### src/rtl/sram_key_pkg.sv
// Shared types and constants for the SRAM/OTP scrambling-key arbiter.
package sram_key_pkg;

  localparam int unsigned KeyW   = 64;
  localparam int unsigned NonceW = 31;
  localparam int unsigned RspW   = 1 + NonceW + KeyW;

  typedef struct packed {
    logic              seed_valid;
    logic [NonceW-1:0] nonce;
    logic [KeyW-1:0]   key;
  } sram_otp_key_rsp_t;

  localparam sram_otp_key_rsp_t RspZero = '0;

  typedef enum logic [1:0] {
    IDLE,
    REQ,
    RESP
  } state_e;

endpackage

### src/rtl/sram_key_rr_arb.sv
// Combinational round-robin picker: first asserted request at or after ptr, wrapping.
module sram_key_rr_arb #(
  parameter int unsigned NumReq = 4
) (
  input  logic [NumReq-1:0]         req,
  input  logic [$clog2(NumReq)-1:0] ptr,
  output logic                      valid,
  output logic [$clog2(NumReq)-1:0] idx
);

  localparam int unsigned IdxW = $clog2(NumReq);

  int unsigned     cand;
  logic [IdxW-1:0] cand_idx;

  always_comb begin
    valid    = 1'b0;
    idx      = '0;
    cand     = 0;
    cand_idx = '0;
    for (int unsigned i = 0; i < NumReq; i++) begin
      cand     = (32'(ptr) + i) % NumReq;
      cand_idx = IdxW'(cand);
      if (!valid && req[cand_idx]) begin
        valid = 1'b1;
        idx   = cand_idx;
      end
    end
  end

endmodule

### src/rtl/sram_otp_key_arb.sv
// Shares one OTP key port between NumReq SRAM controllers with round-robin
// arbitration, a 4-phase OTP handshake and timeout abort.
module sram_otp_key_arb
  import sram_key_pkg::*;
#(
  parameter int unsigned NumReq        = 4,
  parameter int unsigned TimeoutCycles = 1024
) (
  input  logic              clk_i,
  input  logic              rst_ni,
  input  logic [NumReq-1:0] req_i,
  output logic [NumReq-1:0] ack_o,
  output logic [RspW-1:0]   rsp_o,
  output logic              key_req_o,
  input  logic              key_ack_i,
  input  logic [RspW-1:0]   key_rsp_i,
  output logic              busy_o,
  output logic              timeout_o
);

  localparam int unsigned IdxW = $clog2(NumReq);
  localparam int unsigned CntW = $clog2(TimeoutCycles);

  state_e          state_q, state_d;
  logic [IdxW-1:0] ptr_q, winner_q, pick_idx;
  logic            pick_valid;
  logic [CntW-1:0] cnt_q;
  logic            at_limit;

  sram_key_rr_arb #(
    .NumReq(NumReq)
  ) u_rr_arb (
    .req  (req_i),
    .ptr  (ptr_q),
    .valid(pick_valid),
    .idx  (pick_idx)
  );

  assign at_limit = (cnt_q == CntW'(TimeoutCycles - 1));
  assign busy_o   = (state_q != IDLE);

  always_comb begin
    state_d = state_q;
    unique case (state_q)
      IDLE:    if (pick_valid) state_d = REQ;
      REQ:     if (key_ack_i || at_limit) state_d = RESP;
      RESP:    state_d = IDLE;
      default: state_d = IDLE;
    endcase
  end

  always_ff @(posedge clk_i or negedge rst_ni) begin
    if (!rst_ni) state_q <= IDLE;
    else         state_q <= state_d;
  end

  // ack_o/timeout_o are loaded on the REQ->RESP edge so they are registered
  // pulses that coincide with the RESP cycle.
  always_ff @(posedge clk_i or negedge rst_ni) begin
    if (!rst_ni) begin
      ack_o     <= '0;
      rsp_o     <= '0;
      key_req_o <= 1'b0;
      timeout_o <= 1'b0;
      ptr_q     <= '0;
      winner_q  <= '0;
      cnt_q     <= '0;
    end else begin
      ack_o     <= '0;
      timeout_o <= 1'b0;
      unique case (state_q)
        IDLE: begin
          if (pick_valid) begin
            winner_q  <= pick_idx;
            key_req_o <= 1'b1;
          end
        end
        REQ: begin
          cnt_q <= cnt_q + 1'b1;
          if (key_ack_i) begin
            rsp_o     <= key_rsp_i;
            key_req_o <= 1'b0;
            ack_o     <= NumReq'(1) << winner_q;
          end else if (at_limit) begin
            rsp_o     <= RspZero;
            key_req_o <= 1'b0;
            ack_o     <= NumReq'(1) << winner_q;
            timeout_o <= 1'b1;
          end
        end
        RESP: begin
          cnt_q <= '0;
          ptr_q <= (winner_q == IdxW'(NumReq - 1)) ? '0 : winner_q + 1'b1;
        end
        default: ;
      endcase
    end
  end

endmodule

### config.mk
export PLATFORM = sky130hd
export DESIGN_NAME = sram_otp_key_arb
export DESIGN_NICKNAME = d
export VERILOG_FILES = /design/src/rtl/sram_key_pkg.sv /design/src/rtl/sram_key_rr_arb.sv /design/src/rtl/sram_otp_key_arb.sv
export SDC_FILE = /design/constraint.sdc
export NUM_CORES = 1
export LEC_CHECK = 0
export CAP_MARGIN = 0
export CORE_AREA = 4 4 116 118
export DETAILED_ROUTE_END_ITERATION = 16
export DIE_AREA = 0 0 120 122
export PLACE_DENSITY = 0.76
export SKIP_LAST_GASP = 1
export SLEW_MARGIN = 5
export SYNTH_ARGS = -nofsm -noshare
export SYNTH_HDL_FRONTEND = slang
export SYNTH_SLANG_ARGS = --single-unit
### constraint.sdc
create_clock -name clk_i -period 1.82 [get_ports clk_i]
set_input_delay 0.364 -clock clk_i [delete_from_list [all_inputs] [get_ports clk_i]]
set_output_delay 0.364 -clock clk_i [all_outputs]
set_load 0.05 [all_outputs]
==> results.ini <==
[floorplan]
start_util_pct=36.4
num_io_pins=206
die_area_sq_mm=0.0146
die_h_um=122
fp.dieW_um=120
coreArea_sq_mm=0.0125
rows=41

[synthesis]
synth.avg_cell_area_sq_um=13.7
seq_area_frac_synth_pct=65.1
async_flop_share_pct=100
netlist.top_cell.by_area=dfrtp_1
synth_top_area_share_pct=65.1
synth-seq-cells=118
netlist_instances=331
yosys_warnings=0
syn_nets=444
yosys-top-cells-area=dfrtp_1, a22o_1, ha_1, o21ai_0, clkbuf_1
synth-edff-count=0
synth_area_sq_mm=0.00454
ys_types=34
synth-main-ff-cell=dfrtp_1

[cts]
cts_tree=built
cts_sinks=118
path_clk_slew_ns=0.05
cts_max_level=4
cts_max_path_buffers=2
cts_buffers=17
cts-root-buf=clkbuf_16
clkLatencyLatePin_ns=0.40

[global_route]
grt_pass1_vias=3714
global_route.usage.total_pct=16.9
grt_remaining_overflow=0
antenna_found_initial=0
grt_pass1_wl_um=19400
grt_max_degree=69

[sta]
period_needed_ns=1.75
report.final.slew_viol_count=0
worstMarginPinSlew_ns=0.465
tns_ns=0
slew_headroom_pct=69.0
worst_hold_slack_ns=0.410
clock_skew_ns=0.00549
timing.final.crit_share_pct=96.2
timing.fmax_mhz=571
finalSetupViolCount=0
hold_violations=0

[worst_setup_path]
cp_max_fo=65
timing.rr.start=cnt_q[1]
path_class=flop to flop
crit_required_ns=2.10
cp_data_arrival_time_ns=2.03
rrSetupSlack_ns=0.07
crit_path_max_incr_delay_ns=0.38
reg2regPathDepth=6
slowest_stage=dfrtp_1
startpoint_type=flop
r2r_end=rsp_o[39]
critical_path_buf_inv_count=1
cp.depth=6
cp-end-kind=flop
worstPathCellList=ha_2 > nand3_2 > o31ai_4 > nand2_4 > buf_12 > a22o_1
crit_family=compound AO/OA/AOI/OAI gates

[finish]
fin_area_sq_mm=0.00724
fin_nets=667
antenna_cells=0
final_cell_count_no_fill=738
drive_gt1_share_pct=29.0
fin_util_pct=58.1
syn_to_final_growth_pct=59.6
final_common_cell=buf_4
final_cell_mix=buf_4, dfrtp_1, clkdlybuf4s50_1, a22o_1, clkbuf_16
fillCellCount=1036

[power_and_ir_drop]
power_frac_clock_pct=19.4
ir_worst_vdd_mv=1.07
combPwrFrac_pct=52.5
cellLeakagePower_uw=0.00342
p_int_uw=8750
p_seq_share_pct=28.2
p_sw_share_pct=45.4
p_sw_uw=7270
p_per_area_mw_per_mm2=2210

[routing]
via_per_inst=4.95
vias=3653
drc=0
finalWirelength_um=12500
ant_nets=0
avgRoutedWirePerCell_um=17.0
drtPass1Iterations=4
drt_iter0_drc=209

[status]
status=completed

[placement]
dp.cells=704
dpl-instance-area_sq_mm=0.00664
dp_hpwl_um=9010
place_congestion=0.739
port_buffers=205

[hold_path]
hp-class=input pin to async pin

[flow_run]
cap_violations=0

## Yosys cell counts (all sizes together) (2+ instances only)
cell and n:
nand2b 2, inv 12, ha 10, nand4 3
xnor2 3, and3 5, nor2 8, o21ai 10
nor4 2, a21o 2, buf 9, o22ai 2
nor3 2, a22o 98, clkbuf 13, a21oi 7
mux2 4, o31ai 2, nand2 10, dfrtp 118
## sequential cells by signal, indices dropped and copies added (netlist names)
register,cells
winner_q,2
timeout_o,1
ptr_q,2
rsp_o,96
key_req_o,1
state_q,2
cnt_q,10
ack_o,4
## per-layer routing
metal	vias to the layer above	routed length (um)	global-route usage [%]
met5	-	0	0
met4	0	218	6.23
met3	20	877	5.43
met2	144	6270	27.3
met1	1800	5170	21.4
li1	1689	-	-
## stage by stage
step / setup WS (ns) / power, uW
2_1_floorplan: 0.0727 / 10100
5_1_grt: -0.0184 / 16700
6_report: 0.0689 / 16000
4_1_cts: 0.0156 / 16100
3_5_place_dp: -0.196 / 12900
3_3_place_gp: -0.180 / 12700
## power by group through the flow
stage | logic (uW) | clock network [uW] | registers [uW]
2_1_floorplan | 2010 | 0 | 8040
3_3_place_gp | 8230 | 0 | 4490
3_5_place_dp | 8380 | 0 | 4530
4_1_cts | 8410 | 3180 | 4520
5_1_grt | 8790 | 3310 | 4650
6_report | 8400 | 3100 | 4520
## kinds of logic (layout without fill, tap and decap cells)
group / count (synthesis) / in the layout / share of synthesized area [%]
and+or+nand+nor: 36 / 36 / 4.11
buffers and inverters: 34 / 269 / 3.53
DFF: 118 / 118 / 65.1
adders and majority gates: 10 / 10 / 2.76
AOI/OAI and AO/OA: 124 / 124 / 22.6
xor gates and xnor gates: 4 / 4 / 0.772
muxes: 5 / 5 / 1.21
## area by class of cell
type | instances | area [sq um] | share of cell area, %
flip-flops and latches | 118 | 2950 | 40.8
inverters | 12 | 45.0 | 0.622
clock inverters | 10 | 106 | 1.47
multi-input cells | 179 | 1460 | 20.1
well taps | 172 | 215 | 2.97
clock buffers | 21 | 450 | 6.22
repair buffers | 226 | 2010 | 27.8
## how the worst max path moves through the flow
| stage | startpoint | endpoint | slack (ns) |
|---|---|---|---|
| after floorplan | state_q[1] | rsp_o[10] | 0.07 |
| after global routing | cnt_q[0] | rsp_o[39] | -0.02 |
| after global placement | req_i[0] | state_q[0] | -0.18 |
| final | cnt_q[1] | rsp_o[39] | 0.07 |
| after CTS | cnt_q[0] | state_q[0] | 0.02 |
| after detailed placement | req_i[0] | state_q[0] | -0.20 |
## timing repair
item,in CTS,in global routing
hold buffers,1,0
pin swaps,0,1
endpoints found under the hold margin,19,0
setup endpoints to repair,1,72
gates resized for setup,1,3
setup buffers,0,2
(Power assumes the default switching activity.)
